===== src/rtl/controller_sequencer.sv =====
// Purpose : six-step ring sequencer that decodes the opcode into the control strobes of an accumulator CPU.
// Latency : outputs are a combinational decode of the registered ring state; the state advances one step per clk edge.
// Backpressure : none; the ring always advances, and only HLT (halt until clr) or clr (restart at T1) interrupt it.
// Ports:
//   clk, clr          clock; synchronous active-high restart to T1 (clr also masks every control output)
//   ir_opcode[3:0]    opcode nibble, decoded only in T4..T6
//   pc_inc, pc_en     program counter increment / program counter drives the bus
//   n_*               active-low load/enable strobes (MAR, RAM, IR load/enable, A, B, OUT)
//   a_en, alu_sub, alu_en  accumulator drives the bus, ALU subtract select, ALU drives the bus
//   t_state[5:0]      one-hot ring position (bit0=T1 .. bit5=T6), zero while halted
//   halted            high in the HALT state
module controller_sequencer #(
  parameter logic [3:0] OPC_LDA = 4'b0000,
  parameter logic [3:0] OPC_ADD = 4'b0001,
  parameter logic [3:0] OPC_SUB = 4'b0010,
  parameter logic [3:0] OPC_OUT = 4'b1110,
  parameter logic [3:0] OPC_HLT = 4'b1111
) (
  input  logic       clk,
  input  logic       clr,
  input  logic [3:0] ir_opcode,
  output logic       pc_inc,
  output logic       pc_en,
  output logic       n_mar_load,
  output logic       n_ram_en,
  output logic       n_ir_load,
  output logic       n_ir_en,
  output logic       n_a_load,
  output logic       n_b_load,
  output logic       n_out_load,
  output logic       a_en,
  output logic       alu_sub,
  output logic       alu_en,
  output logic [5:0] t_state,
  output logic       halted
);

  typedef enum logic [2:0] {
    S_T1   = 3'd0,
    S_T2   = 3'd1,
    S_T3   = 3'd2,
    S_T4   = 3'd3,
    S_T5   = 3'd4,
    S_T6   = 3'd5,
    S_HALT = 3'd6
  } state_t;

  state_t state;
  state_t state_nxt;

  logic is_lda;
  logic is_add;
  logic is_sub;
  logic is_out;
  logic is_hlt;
  logic is_mem;

  // Decode chain is prioritised so that accidentally overlapping parameters
  // still select exactly one instruction class.
  assign is_lda = (ir_opcode == OPC_LDA);
  assign is_add = !is_lda && (ir_opcode == OPC_ADD);
  assign is_sub = !is_lda && !is_add && (ir_opcode == OPC_SUB);
  assign is_mem = is_lda || is_add || is_sub;
  assign is_out = !is_mem && (ir_opcode == OPC_OUT);
  assign is_hlt = !is_mem && !is_out && (ir_opcode == OPC_HLT);

  // clr wins over every other transition, including the T4->HALT step.
  always_ff @(posedge clk) begin
    if (clr) begin
      state <= S_T1;
    end else begin
      state <= state_nxt;
    end
  end

  always_comb begin
    state_nxt  = S_T1;
    pc_inc     = 1'b0;
    pc_en      = 1'b0;
    n_mar_load = 1'b1;
    n_ram_en   = 1'b1;
    n_ir_load  = 1'b1;
    n_ir_en    = 1'b1;
    n_a_load   = 1'b1;
    n_b_load   = 1'b1;
    n_out_load = 1'b1;
    a_en       = 1'b0;
    alu_sub    = 1'b0;
    alu_en     = 1'b0;
    t_state    = 6'b000000;
    halted     = 1'b0;

    case (state)
      S_T1: begin
        t_state    = 6'b000001;
        state_nxt  = S_T2;
        pc_en      = 1'b1;
        n_mar_load = 1'b0;
      end
      S_T2: begin
        t_state   = 6'b000010;
        state_nxt = S_T3;
        pc_inc    = 1'b1;
      end
      S_T3: begin
        t_state   = 6'b000100;
        state_nxt = S_T4;
        n_ram_en  = 1'b0;
        n_ir_load = 1'b0;
      end
      S_T4: begin
        t_state   = 6'b001000;
        state_nxt = S_T5;
        if (is_mem) begin
          // Operand address comes from the IR's low nibble.
          n_ir_en    = 1'b0;
          n_mar_load = 1'b0;
        end else if (is_out) begin
          a_en       = 1'b1;
          n_out_load = 1'b0;
        end else if (is_hlt) begin
          state_nxt = S_HALT;
        end
      end
      S_T5: begin
        t_state   = 6'b010000;
        state_nxt = S_T6;
        if (is_mem) begin
          n_ram_en = 1'b0;
          if (is_lda) begin
            n_a_load = 1'b0;
          end else begin
            n_b_load = 1'b0;
          end
        end
      end
      S_T6: begin
        t_state   = 6'b100000;
        state_nxt = S_T1;
        if (is_add || is_sub) begin
          n_a_load = 1'b0;
          alu_en   = 1'b1;
          alu_sub  = is_sub;
        end
      end
      S_HALT: begin
        state_nxt = S_HALT;
        halted    = 1'b1;
      end
      default: begin
        state_nxt = S_T1;
      end
    endcase

    // clr masks the decode in the same cycle so no strobe can fire while
    // the sequencer is being restarted.
    if (clr) begin
      pc_inc     = 1'b0;
      pc_en      = 1'b0;
      n_mar_load = 1'b1;
      n_ram_en   = 1'b1;
      n_ir_load  = 1'b1;
      n_ir_en    = 1'b1;
      n_a_load   = 1'b1;
      n_b_load   = 1'b1;
      n_out_load = 1'b1;
      a_en       = 1'b0;
      alu_sub    = 1'b0;
      alu_en     = 1'b0;
      halted     = 1'b0;
    end
  end

endmodule


===== config.mk =====
export PLATFORM = sky130hd
export DESIGN_NAME = controller_sequencer
export DESIGN_NICKNAME = d
export VERILOG_FILES = /design/src/rtl/controller_sequencer.sv
export SDC_FILE = /design/constraint.sdc
export NUM_CORES = 1
export LEC_CHECK = 0
export CAP_MARGIN = 5
export CELL_PAD_IN_SITES_DETAIL_PLACEMENT = 2
export CELL_PAD_IN_SITES_GLOBAL_PLACEMENT = 2
export CORE_MARGIN = 2
export CORE_UTILIZATION = 17
export DETAILED_ROUTE_END_ITERATION = 10
export PLACE_DENSITY = 0.86
export SKIP_CTS_REPAIR_TIMING = 1
export SLEW_MARGIN = 20
export SYNTH_ARGS = -nofsm -noshare
export SYNTH_HDL_FRONTEND = slang
export SYNTH_SLANG_ARGS = --single-unit
export TNS_END_PERCENT = 1

===== constraint.sdc =====
create_clock -name clk -period 2.4 [get_ports clk]
set_input_delay 0.24 -clock clk [delete_from_list [all_inputs] [get_ports clk]]
set_output_delay 0.24 -clock clk [all_outputs]
set_load 0.02 [all_outputs]

==> metrics.md <==
| Metric | Value |
|---|---|
| Mapped Cells | between 40 and 50 |
| Clk Latency, worst-skew pair | 0.24 ns |
| Core area | 2000 sq um |
| Htree depth | 1 |
| Layout Area Growth over Synthesis | 90.4% |
| Clock sinks | 3 |
| Die X | 50.4 um |
| Most frequent cells in the layout | 22 x clkdlybuf4s50_1, 8 x buf_4, 5 x nor2_1 |
| #FFs+latches synth | 3 |
| DRC violations left | 0 |
| Clock Skew | 0.000358 ns |
| Port bufs | 24 |
| Cts bufs inserted | 3 |
| Total power | 0.261 mW |
| Commonest non-fill, non-tap cell in the layout | clkdlybuf4s50_1 |
| Final Max Tran Viols | 0 |
| CTS tree | built |
| Post-synthesis mux area share | 0% |
| Via-to-Cell Ratio | 4.43 |
| Fmax achieved | 441 MHz |
| Sequential element share of the synthesized area | roughly 16% |
| Gr usage total | 12.3% |
| First-pass GRT wire length | 2390 um |
| Peak VDD IR | 0.207 mV |
| Post-Synth Adder-Cell Area | 0% |
| Initial antenna violation count | 0 |
| Remaining Overflow, GRT | 0 |
| IO Count | 25 |
| Synth unique cells | 30 |
| Yosys top cell by area | dfxtp_1 |
| Pre-CTS setup slack | 0.0510 ns |
| Slew HR | 72.9% |
| Vias in the first global route | 529 |
| Post-Layout Cell Count | 107 |
| Root Buffer | clkbuf_4 |
| Ys Warns | 0 |
| Fin. Hold Viols | 0 |
| CP Data Required Time | 2.16 ns |
| Routed wire per std cell | 13.1 um |
| Worst Hold Class | flop to flop |
| DP Cell Count | 103 |
| Post-route ant nets | 0 |
| Post-Synth Simple-Gate Area | 53.6% |
| Max FFs per register | 3 |
| Total of max-cap violations | 0 |
| Leak | 0.291 nW |
| Crit path DAT | ~2 ns |
| Status | complete, no violations |
| Area contributors post-synth | dfxtp_1 16%, a211oi_1 6.1%, nor2_1 5.1% |
| Final setup viols | 0 |
| Tcrit/Tclk final | 94.4% |
| Worst-Margin Slew | 0.406 ns |
| Clk pin slew, worst setup/hold paths | 0.04 ns |
| Layout cells sized above 1 | 22.5% |
| Vias | roughly 470 |
| Largest family of logic cells by synthesized area | simple AND/OR/NAND/NOR gates |
| RSZ-0062 raised after global routing | no |
| Syn Area/Cell | 7.48 sq um |
| Die Ht | 50.4 um |
| Synth Area in Compound Gates | 13.7% |
| Placed cell area | 666 sq um |
| Largest net degree at the start of global routing | 14 |
| Biggest regs | state (3) |
| Antenna Cells | 0 |
| Pwr Density | 374 nW/um^2 |
| First DRT Iteration DRCs | 2 |
| Minimum clock period | 2.27 ns |
| # rows | 16 |
| Xor and xnor area share after synthesis | 4.78% |
| Worst-path fanout max | 3 |
| Element type at the critical path end | output pin |
| Nets | 87 |
| Initial core utilization | 18.3% |
| Setup TNS | 0 ns |
| Startpoint types | input port |
| TritonRoute pass-1 iters | 2 |
| Top-area cell type share of the netlist area | 16.4% |
| Fillcell total | 243 |
| Final instance area | ~700 sq um |
| Mapped Area | about 370 sq um |
| Clk buf depth | 2 |
| Global placement routability congestion | 0.754 |
| Setup WS post-layout | around 0.13 ns |
| DPL Wire Length | 1140 um |
| Routed WL | 1410 um |
| Biggest register | state |
| CP Class | input port to output pin |
| DIE AREA | 2540 sq um |
| Syn nets | 55 |
==> area by class of cell <==
cell class | count | area, sq um | area share [%]
Timing Repair Buffer | 32 | 305 | 43.7
Multi-Input combinational cell | 39 | 264 | 37.8
Sequential cell | 3 | 61.3 | 8.78
Tap cell | 27 | 33.8 | 4.84
Clock buffer | 4 | 26.3 | 3.76
Inverter | 2 | 7.51 | 1.08
==> cell usage after synthesis <==
library cell and instances:
nor2_1 5, a211oi_1 3, a21oi_1 3, dfxtp_1 3, nor3_1 3, buf_4 2
inv_1 2, nand2_1 2, nand2b_1 2, nand3b_1 2, nand4_1 2, nor3b_1 2
a21o_1 1, and4_2 1, buf_2 1, buf_6 1, clkbuf_1 1, nand2b_4 1
nand3b_2 1, nand4b_1 1, nor2b_1 1, nor3_2 1, nor3b_2 1, nor4_1 1
o21ai_0 1, or2_1 1, or2_2 1, or3b_1 1, xnor2_1 1, xor2_1 1
==> cell families after synthesis <==
kind of cell	Yosys count
AOI/OAI and AO/OA	8
xor gates and xnor gates	2
buffers and inverters	7
DFF	3
and+or+nand+nor	29
==> per-stage QoR <==
step,utilization [%],hold WS [ns]
after floorplan,-,0.510
after global placement,33.3,0.636
after detailed placement,33.3,0.654
after CTS,34.6,0.661
after global routing,34.9,0.619
final,34.9,0.569
==> final timing paths <==
check | end | from | cells past startpoint | slack, ns
max | n_mar_load | ir_opcode[3] | 6 | 0.13
min | state[2]$_SDFF_PP0_ | state[2]$_SDFF_PP0_ | 2 | 0.57
max reg2reg | state[1]$_SDFF_PP0_ | state[0]$_SDFF_PP0_ | 3 | 1.30
min reg2reg | state[2]$_SDFF_PP0_ | state[2]$_SDFF_PP0_ | 2 | 0.57
==> per-layer routing <==
layer | track usage [%] | vias up | wire, um
met3 | 0.893 | 2 | 44
met5 | 0 | - | 0
met2 | 21.7 | 18 | 723
met1 | 14.7 | 220 | 614
li1 | - | 234 | -
met4 | 6.76 | 0 | 22
==> power by group <==
| part | internal, mW | switching [mW] |
|---|---|---|
| clock network | 0.0624 | 0.0279 |
| logic | 0.0557 | 0.0501 |
| registers | 0.0541 | 0.0109 |
| total | 0.172 | 0.0889 |
==> critical path, cell delays in order <==
cell and delay, ns:
clkdlybuf4s50_1 0.46, a211oi_1 0.28, buf_4 0.18, a21oi_1 0.06, or2_2 0.27, clkdlybuf4s50_1 0.54
Note: power is estimated with default switching activity, not from simulation.
